<file path="src/rtl/gather_arbiter.sv">
// gather_arbiter: packet-locked round-robin merge of N flit streams onto one
// registered output port, with framing/length checks on a sticky error flag.
`ifndef DW
`define DW 16
`endif
`ifndef HEAD
`define HEAD 2'b10
`endif
`ifndef TAIL
`define TAIL 2'b01
`endif
`ifndef PKT_LEN
`define PKT_LEN 4
`endif

module gather_arbiter_lane (
   input  logic       clk,
   input  logic       rstn,
   input  logic       idle,
   input  logic       sel,
   input  logic       out_free,
   input  logic       valid,
   input  logic [1:0] ftype,
   output logic       req,
   output logic       ready,
   output logic       stall_err
);
   logic orphan, orphan_q;

   assign req       = idle & valid & (ftype == `HEAD);
   assign orphan    = idle & valid & (ftype != `HEAD);
   assign ready     = sel & out_free;
   // a non-HEAD flit can never be granted; flag it on its second idle cycle
   assign stall_err = orphan & orphan_q;

   always_ff @(posedge clk or negedge rstn)
      if (!rstn) orphan_q <= 1'b0;
      else       orphan_q <= orphan;
endmodule

module gather_arbiter #(
   parameter int N     = 2,
   parameter int PTR_W = 3
) (
   input  logic             clk,
   input  logic             rstn,
   input  logic [N-1:0]     valid_i,
   input  logic [N*`DW-1:0] data_i,
   output logic [N-1:0]     ready_o,
   output logic             valid_o,
   output logic [`DW-1:0]   data_o,
   input  logic             ready_i,
   output logic             busy_o,
   output logic [PTR_W-1:0] grant_o,
   output logic             err_o,
   input  logic             clr_err_i
);
   typedef enum logic {IDLE, LOCK} state_t;
   localparam int CNT_W = 8;

   state_t           state, state_nxt;
   logic [PTR_W-1:0] rr_ptr, rr_nxt, grant_nxt, pick;
   logic [PTR_W:0]   idx;
   logic             found, out_free, acc, is_tail, is_head, err_set;
   logic [N-1:0]     req, stall_err;
   logic [CNT_W-1:0] flit_cnt;
   logic [`DW-1:0]   flit;
   logic [1:0]       ftype;

   assign out_free = ~valid_o | ready_i;

   for (genvar k = 0; k < N; k++) begin : g_lane
      gather_arbiter_lane u_lane (
         .clk       (clk),
         .rstn      (rstn),
         .idle      (state == IDLE),
         .sel       ((state == LOCK) && (grant_o == PTR_W'(k))),
         .out_free  (out_free),
         .valid     (valid_i[k]),
         .ftype     (data_i[k*`DW+`DW-1 -: 2]),
         .req       (req[k]),
         .ready     (ready_o[k]),
         .stall_err (stall_err[k])
      );
   end

   // walk backwards so the candidate at rr_ptr itself is written last and wins
   always_comb begin
      pick  = rr_ptr;
      found = 1'b0;
      idx   = '0;
      for (int i = N-1; i >= 0; i--) begin
         idx = {1'b0, rr_ptr} + (PTR_W+1)'(i);
         if (idx >= (PTR_W+1)'(N)) idx = idx - (PTR_W+1)'(N);
         if (req[idx[PTR_W-1:0]]) begin
            pick  = idx[PTR_W-1:0];
            found = 1'b1;
         end
      end
   end

   always_comb begin
      flit = '0;
      for (int k = 0; k < N; k++)
         if (grant_o == PTR_W'(k)) flit = data_i[k*`DW +: `DW];
   end

   assign acc     = |(valid_i & ready_o);
   assign ftype   = flit[`DW-1 -: 2];
   assign is_tail = (ftype == `TAIL);
   assign is_head = (ftype == `HEAD);

   always_ff @(posedge clk or negedge rstn)
      if (!rstn) begin
         state   <= IDLE;
         grant_o <= '0;
         rr_ptr  <= '0;
      end else begin
         state   <= state_nxt;
         grant_o <= grant_nxt;
         rr_ptr  <= rr_nxt;
      end

   always_comb begin
      state_nxt = state;
      grant_nxt = grant_o;
      rr_nxt    = rr_ptr;
      case (state)
         IDLE: if (found) begin
            state_nxt = LOCK;
            grant_nxt = pick;
         end
         LOCK: if (acc && is_tail) begin
            state_nxt = IDLE;
            rr_nxt    = (grant_o == PTR_W'(N-1)) ? '0 : grant_o + 1'b1;
         end
         default: state_nxt = IDLE;
      endcase
   end

   always_comb begin
      busy_o = (state == LOCK);
   end

   // count is held at zero in IDLE so it starts clean on every LOCK entry
   always_ff @(posedge clk or negedge rstn)
      if (!rstn)                        flit_cnt <= '0;
      else if (state == IDLE)           flit_cnt <= '0;
      else if (acc && (flit_cnt != '1)) flit_cnt <= flit_cnt + 1'b1;

   assign err_set = (acc & is_tail & ((flit_cnt + 1'b1) != CNT_W'(`PKT_LEN)))
                  | (acc & ~is_tail & (flit_cnt >= CNT_W'(`PKT_LEN-1)))
                  | (acc & is_head & (flit_cnt != '0))
                  | (|stall_err);

   always_ff @(posedge clk or negedge rstn)
      if (!rstn)          err_o <= 1'b0;
      else if (err_set)   err_o <= 1'b1;
      else if (clr_err_i) err_o <= 1'b0;

   always_ff @(posedge clk or negedge rstn)
      if (!rstn) begin
         valid_o <= 1'b0;
         data_o  <= '0;
      end else if (acc) begin
         valid_o <= 1'b1;
         data_o  <= flit;
      end else if (ready_i) begin
         valid_o <= 1'b0;
      end
endmodule
</file>
<file path="config.mk">
export PLATFORM = sky130hd
export DESIGN_NAME = gather_arbiter
export DESIGN_NICKNAME = d
export VERILOG_FILES = /design/src/rtl/gather_arbiter.sv
export SDC_FILE = /design/constraint.sdc
export NUM_CORES = 1
export LEC_CHECK = 0
export ABC_AREA = 1
export BUFFER_PORTS_ARGS = -buffer_cell sky130_fd_sc_hd__buf_2
export CAP_MARGIN = 10
export CELL_PAD_IN_SITES_DETAIL_PLACEMENT = 0
export CELL_PAD_IN_SITES_GLOBAL_PLACEMENT = 1
export CORE_ASPECT_RATIO = 1.4
export CORE_MARGIN = 2
export CORE_UTILIZATION = 41
export CTS_BUF_LIST = sky130_fd_sc_hd__clkbuf_8
export DETAILED_ROUTE_END_ITERATION = 6
export GPL_TIMING_DRIVEN = 0
export PLACE_DENSITY = 0.9
export SLEW_MARGIN = 20
export SYNTH_ARGS = -nofsm -noshare
export SYNTH_HDL_FRONTEND = slang
export SYNTH_HIERARCHICAL = 1
export SYNTH_SLANG_ARGS = --single-unit
</file>
<file path="constraint.sdc">
create_clock -name clk -period 3.91 [get_ports clk]
set_clock_uncertainty 0.1 [all_clocks]
set_input_delay 0.9775 -clock clk [delete_from_list [all_inputs] [get_ports clk]]
set_output_delay 0.9775 -clock clk [all_outputs]
set_load 0.005 [all_outputs]
</file>
==> flow_summary_export.csv, run 1 <==
group,metric,value,unit
status,status,"finished clean",
clocking,cts_max_path_buffers,2,
cells_and_area,n_antenna_cell,0,
clocking,clkSlewWorstSetupHoldPaths,0.07,ns
timing,fmax,366,MHz
run,cap_violations,0,
clocking,cts.sink_count,35,
setup_path,critical_path_arrival,1.66,ns
setup_path,worstReg2RegStart,"grant_o[0]",
yosys,syn_area_per_cell,7.40,sq um
global_routing,grt_overflow_total,0,
timing,hold_viol,0,
worst_hold_path,worst_hold_path.endpoint,"data_o[14]",
clocking,cts_max_level,2,
clocking,cts_resized,0,
global_routing,grt_pass1_vias,2028,
timing,slew_headroom,0.465,
floorplan,num_io_pins,62,
timing,fin_crit_sh,0.700,
timing,holdWs,0.386,ns
placement,gp_congestion,0.785,
setup_path,critical_path.max_fanout,10,
routing,wl_per_cell,12.7,um
yosys,ys_ff_latch,35,
clocking,cts_buffers,5,
cells_and_area,syn_to_final_growth,22.1,%
global_routing,grt_busiest_layer,"met2",
routing,drtPass1Iterations,5,
timing,tightest_slew,0.803,ns
clocking,cts_hold_buf,0,
yosys,synthCells,287,
floorplan,core,5080,sq um
cells_and_area,nets,401,
routing,routed_wl,5.36,mm
timing,tns,0,ns
routing,viasPerCell,5.10,
global_routing,use_met1,0.214,
setup_path,ff2ff_path_depth,10,
setup_path,path_class,"flip-flop to output port",
global_routing,grt_pass1_wl,8.94,mm
pwr,cellPowerDensity,655,nW/um^2
timing,fin_crit,2.74,ns
yosys,ys_seq_area_frac,0.412,
clocking,cts-root-buf,"clkbuf_8",
routing,ant_nets,0,
pwr,power_leakage,0.00135,uW
global_routing,met2_usage,0.389,
yosys,syn_area,2120,sq um
routing,drc,0,
placement,portBuffers,61,
floorplan,fp.dieW,64.8,um
global_routing,track_usage,0.198,
routing,vias,2153,
timing,setup_viol_count_final,0,
timing,slew_viol_final,0,
yosys,yosysUniqueCellTypes,26,
timing,rsz0062_at_grt,"no",
setup_path,startpoint_type,"flip-flop",
placement,place_inst,414,
placement,dp_hpwl,4.07,mm
worst_hold_path,min_from,"data_o[14]",
yosys,syn-num-nets,333,
routing,drt-initial-drc-count,154,
floorplan,die-area,5780,sq um
setup_path,regToRegSetupSlack,1.57,ns
yosys,yosys_warnings,6,
clocking,post_cts_buffers,0,
cells_and_area,drive_above_1_share,0.258,
worst_hold_path,hold_depth,2,
pwr,max-vdd-ir-drop,0.000172,V
setup_path,cp.required,2.83,ns
global_routing,grt_use_met3,0.0315,
setup_path,r2r_end,"data_o[3]",
global_routing,antenna_found_initial,0,
worst_hold_path,hold_class,"flip-flop to flip-flop",
global_routing,grt_max_degree,36,
floorplan,die_h,89.2,um
clocking,cts_tree,"built",
cells_and_area,finalNonFillerCells,422,
floorplan,start_util,0.418,
cells_and_area,fill_cells,536,
setup_path,end_kind,"output port",
floorplan,num_rows,31,
clocking,worst_skew_pair.late_latency,0.28,ns
[worst max-delay path, stage by stage (launching register included)]
cell      delay, ns
dfrtp_1        0.39
buf_6          0.15
inv_4          0.10
clkbuf_1       0.39
nor4_1         0.09
nand2_1        0.08
inv_1          0.05
buf_2          0.12
[power by group]
| group | leakage [uW] | total, uW | switching (uW) | internal (uW) |
|---|---|---|---|---|
| combinational | 0.000870 | 871 | 532 | 339 |
| clock | 0.0000505 | 249 | 130 | 120 |
| sequential | 0.000434 | 578 | 89.3 | 489 |
[cell usage after synthesis]
library cell,count,area [sq um]
buf_2,2,10.0
buf_6,2,22.5
o32ai_1,1,8.76
ha_1,8,100
o21ai_2,2,17.5
clkbuf_1,3,11.3
xnor2_1,1,8.76
a31oi_1,14,87.6
a211oi_1,1,7.51
a21oi_1,5,25.0
nand2_2,8,50.1
inv_2,2,7.51
nand3_1,45,225
inv_4,1,6.26
o21ai_1,9,45.0
nor4_1,2,12.5
o21ai_0,7,35.0
nor2_4,2,22.5
nand4_1,1,6.26
inv_1,36,135
nor2_2,4,25.0
dfrtp_1,35,876
xor2_1,2,17.5
nor2_1,30,113
nand2_1,62,233
buf_4,2,15.0
[kinds of logic after synthesis]
kind of cell,after synthesis,share of synthesized area
AO/OA/AOI/OAI,39,0.107
flip-flops,35,0.412
buffers and inverters,48,0.0978
XOR/XNOR,3,0.0124
adder cells (fa/ha/maj),8,0.0471
AND/OR/NAND/NOR,154,0.324
[metal layers]
layer | vias to the layer above | wire [um]
met3 | 6 | 295
met4 | 0 | 68
li1 | 1070 | -
met2 | 62 | 2810
met1 | 1015 | 2180
met5 | - | 0
[layout make-up]
class	count	area, sq um	share of cell area
Sequential cell	35	876	0.338
Timing Repair Buffer	61	305	0.118
Clock inverter	3	12.5	0.00483
Clock buffer	5	68.8	0.0265
Inverter	39	149	0.0574
Tap cell	66	82.6	0.0319
Buffer	9	58.8	0.0227
Multi-Input combinational cell	204	1040	0.401
[through the flow]
stage,total power [uW],worst slack [ns],util,cell area (sq um)
detailed placement,1460,1.40,0.494,2510
global route,1850,1.06,0.510,2590
finish,1700,1.17,0.510,2590
global placement,1440,1.39,0.494,2510
floorplan,1150,1.64,-,2120
CTS,1710,1.18,0.510,2590
[registers in the layout (all words and copies together) (netlist names)]
signal                  count
busy_o                      1
valid_o                     1
data_o                     16
flit_cnt                    8
grant_o                     3
err_o                       1
g_lane.u_lane/orphan_q      2
rr_ptr                      3
[placed cells by master (no fill, tap or decap), types with 8 or more instances in the layout]
| cell type | count |
|---|---|
| o21ai_1 | 9 |
| buf_2 | 63 |
| nor2_1 | 30 |
| inv_1 | 38 |
| nand3_1 | 45 |
| nand2_2 | 8 |
| ha_1 | 8 |
| dfrtp_1 | 35 |
| a31oi_1 | 14 |
| nand2_1 | 62 |
[how the worst max path moves through the flow]
| stage | from | endpoint | depth (start not counted) |
|---|---|---|---|
| after global placement | ready_i | ready_o[0] | 6 |
| after CTS | grant_o[0] | ready_o[1] | 7 |
| after detailed placement | ready_i | ready_o[1] | 6 |
| after global routing | grant_o[0] | ready_o[0] | 6 |
| final | grant_o[0] | ready_o[1] | 7 |
| after floorplan | ready_i | ready_o[0] | 4 |
No activity file was read; power rests on OpenSTA's default activity.
==> run 2: changes to the inputs <==
--- a/config.mk
+++ b/config.mk
@@ -12,11 +12,11 @@
 export CELL_PAD_IN_SITES_GLOBAL_PLACEMENT = 1
 export CORE_ASPECT_RATIO = 1.4
 export CORE_MARGIN = 2
-export CORE_UTILIZATION = 41
+export CORE_UTILIZATION = 34
 export CTS_BUF_LIST = sky130_fd_sc_hd__clkbuf_8
 export DETAILED_ROUTE_END_ITERATION = 6
 export GPL_TIMING_DRIVEN = 0
-export PLACE_DENSITY = 0.9
+export PLACE_DENSITY = 0.8
 export SLEW_MARGIN = 20
 export SYNTH_ARGS = -nofsm -noshare
 export SYNTH_HDL_FRONTEND = slang
==> constraint.sdc (replaced) <==
create_clock -name clk -period 2.2 [get_ports clk]
set_clock_uncertainty 0.1 [all_clocks]
set_input_delay 0.55 -clock clk [delete_from_list [all_inputs] [get_ports clk]]
set_output_delay 0.55 -clock clk [all_outputs]
set_load 0.005 [all_outputs]
==> run 2 against run 1 <==
  * Utilization fell by 8.3 points
  * Clock power up 96%
  * Via count decreased by 1.5%
  * Design area increased by 0.97%
  * Critical path type unchanged
  * Highest routed layer unchanged
==> flow_summary_export.csv, run 2 (synthesized netlist as in run 1, its figures left out) <==
group,metric,value,unit
status,status,"finished clean",
pwr,p_int,1740,uW
setup_path,regToRegSetupSlack,0.27,ns
cells_and_area,nets,399,
routing,wl_per_cell,13.1,um
timing,slew_headroom,0.446,
pwr,cellPowerDensity,1180,nW/um^2
cells_and_area,regMostFlops,"data_o",
setup_path,critPathBufInv,4,
pwr,max-vdd-ir-drop,0.000330,V
clocking,cts.sink_count,35,
placement,dp_hpwl,4.21,mm
cells_and_area,layout_common_cells,"nand2_1, buf_2, nand3_1",
clocking,cts_max_level,2,
global_routing,grt_max_degree,36,
routing,ant_nets,0,
cells_and_area,finalNonFillerCells,425,
setup_path,crit_chain,"buf_8 > inv_4 > nor4_1 > nand2_1 > inv_1 > buf_2",
clocking,clkSlewWorstSetupHoldPaths,0.08,ns
global_routing,track_usage,0.172,
setup_path,startpoint_type,"flip-flop",
placement,gp_congestion,0.820,
global_routing,grt_pass1_wl,9.59,mm
setup_path,slowest_delay,0.38,ns
floorplan,die_h,97.5,um
floorplan,num_rows,34,
global_routing,grt_pass1_vias,2165,
cells_and_area,syn_to_final_growth,23.3,%
global_routing,antenna_found_initial,0,
routing,drc,0,
setup_path,worstReg2RegStart,"grant_o[0]",
pwr,p_sw_frac,0.437,
pwr,power_leakage,0.00135,uW
routing,routed_wl,5.57,mm
timing,tightest_slew,0.831,ns
cells_and_area,fill_cells,672,
timing,fin_ws,0.138,ns
setup_path,end_kind,"output port",
routing,viasPerCell,4.99,
timing,slew_viol_final,0,
timing,fmax,485,MHz
clocking,worst_skew_pair.late_latency,0.29,ns
timing,fin_crit,2.06,ns
clocking,cts_max_path_buffers,2,
setup_path,critPathSlowestCell,"dfrtp_1",
timing,setup_viol_count_final,0,
pwr,p_clk_frac,0.158,
floorplan,num_io_pins,62,
setup_path,path_delay_family,"buffers and inverters",
timing,holdWs,0.238,ns
clocking,post_cts_buffers,0,
timing,hold_viol,0,
floorplan,start_util,0.347,
cells_and_area,largest_registers,"data_o: 16 flops, flit_cnt: 8 flops",
cells_and_area,n_antenna_cell,0,
clocking,cts_buffers,5,
cells_and_area,final_util,0.427,
floorplan,core,6130,sq um
worst_hold_path,hold_class,"input port to asynchronous set/reset pin",
clocking,cts_tree,"built",
setup_path,path_class,"flip-flop to output port",
pwr,power.share.sequential,0.335,
cells_and_area,largest_register_ffs,16,
pwr,pwr-share-comb,0.508,
placement,place_ws,-0.164,ns
run,cap_violations,0,
pwr,switching_power,1350,uW
placement,portBuffers,61,
floorplan,fp.dieW,70.8,um
setup_path,critical_path_arrival,1.41,ns
placement,place_inst,420,
setup_path,startpoint,"grant_o[0]",
cells_and_area,drive_above_1_share,0.272,
setup_path,critical_path.max_fanout,19,
setup_path,ff2ff_path_depth,10,
routing,vias,2121,
setup_path,cp.required,1.55,ns
floorplan,die-area,6900,sq um
global_routing,grt_overflow_total,0,
routing,drtPass1Iterations,4,
timing,fin_crit_sh,0.937,
clocking,cts-root-buf,"clkbuf_8",
setup_path,r2r_end,"data_o[5]",
routing,drt-initial-drc-count,76,
-- run 2: power by group through the flow --
stage | Clock, uW | Combinational [uW] | Sequential [uW]
after floorplan | 0 | 1000 | 1040
after global placement | 0 | 1550 | 1040
after detailed placement | 0 | 1570 | 1040
after CTS | 500 | 1570 | 1030
after global routing | 530 | 1780 | 1070
final | 487 | 1570 | 1030
-- run 2: area by class of cell --
type | instances | area (sq um) | area share
Buffer | 7 | 61.3 | 0.0234
Sequential cell | 35 | 877 | 0.335
Clock buffer | 6 | 82.6 | 0.0315
Multi-Input combinational cell | 204 | 1050 | 0.400
Tap cell | 72 | 90.1 | 0.0344
Timing Repair Buffer | 61 | 305 | 0.117
Clock inverter | 1 | 5.00 | 0.00191
Inverter | 39 | 149 | 0.0569
-- run 2: through the flow --
step                      instance area, sq um   TNS, ns  power [uW]
after floorplan                           2120         0        2050
after global placement                    2520     -2.14        2590
after detailed placement                  2520     -2.47        2610
after CTS                                 2600         0        3100
after global routing                      2620  -0.00309        3380
final                                     2620         0        3090
-- run 2: per-layer routing --
layer  vias to the layer above  global-route usage  routed length, um
li1                       1066                   -                  -
met1                       974               0.198               2330
met2                        74               0.308               2780
met3                         7              0.0373                395
met4                         0              0.0581                 68
met5                         -                   0                  0
-- run 2: worst max path at each step --
stage / slack (ns) / depth (start not counted) / end
6_report: 0.14 / 6 / ready_o[1]
5_1_grt: -0.003 / 6 / ready_o[1]
4_1_cts: 0.11 / 6 / ready_o[1]
3_5_place_dp: -0.16 / 10 / data_o[4]
3_3_place_gp: -0.15 / 10 / data_o[8]
2_1_floorplan: 0.20 / 10 / data_o[0]
-- run 2: repair_timing --
item	4_1_cts	5_1_grt
endpoints found under the setup margin	25	22
cloned	0	0
hold buffers	0	0
gates resized for setup	2	6
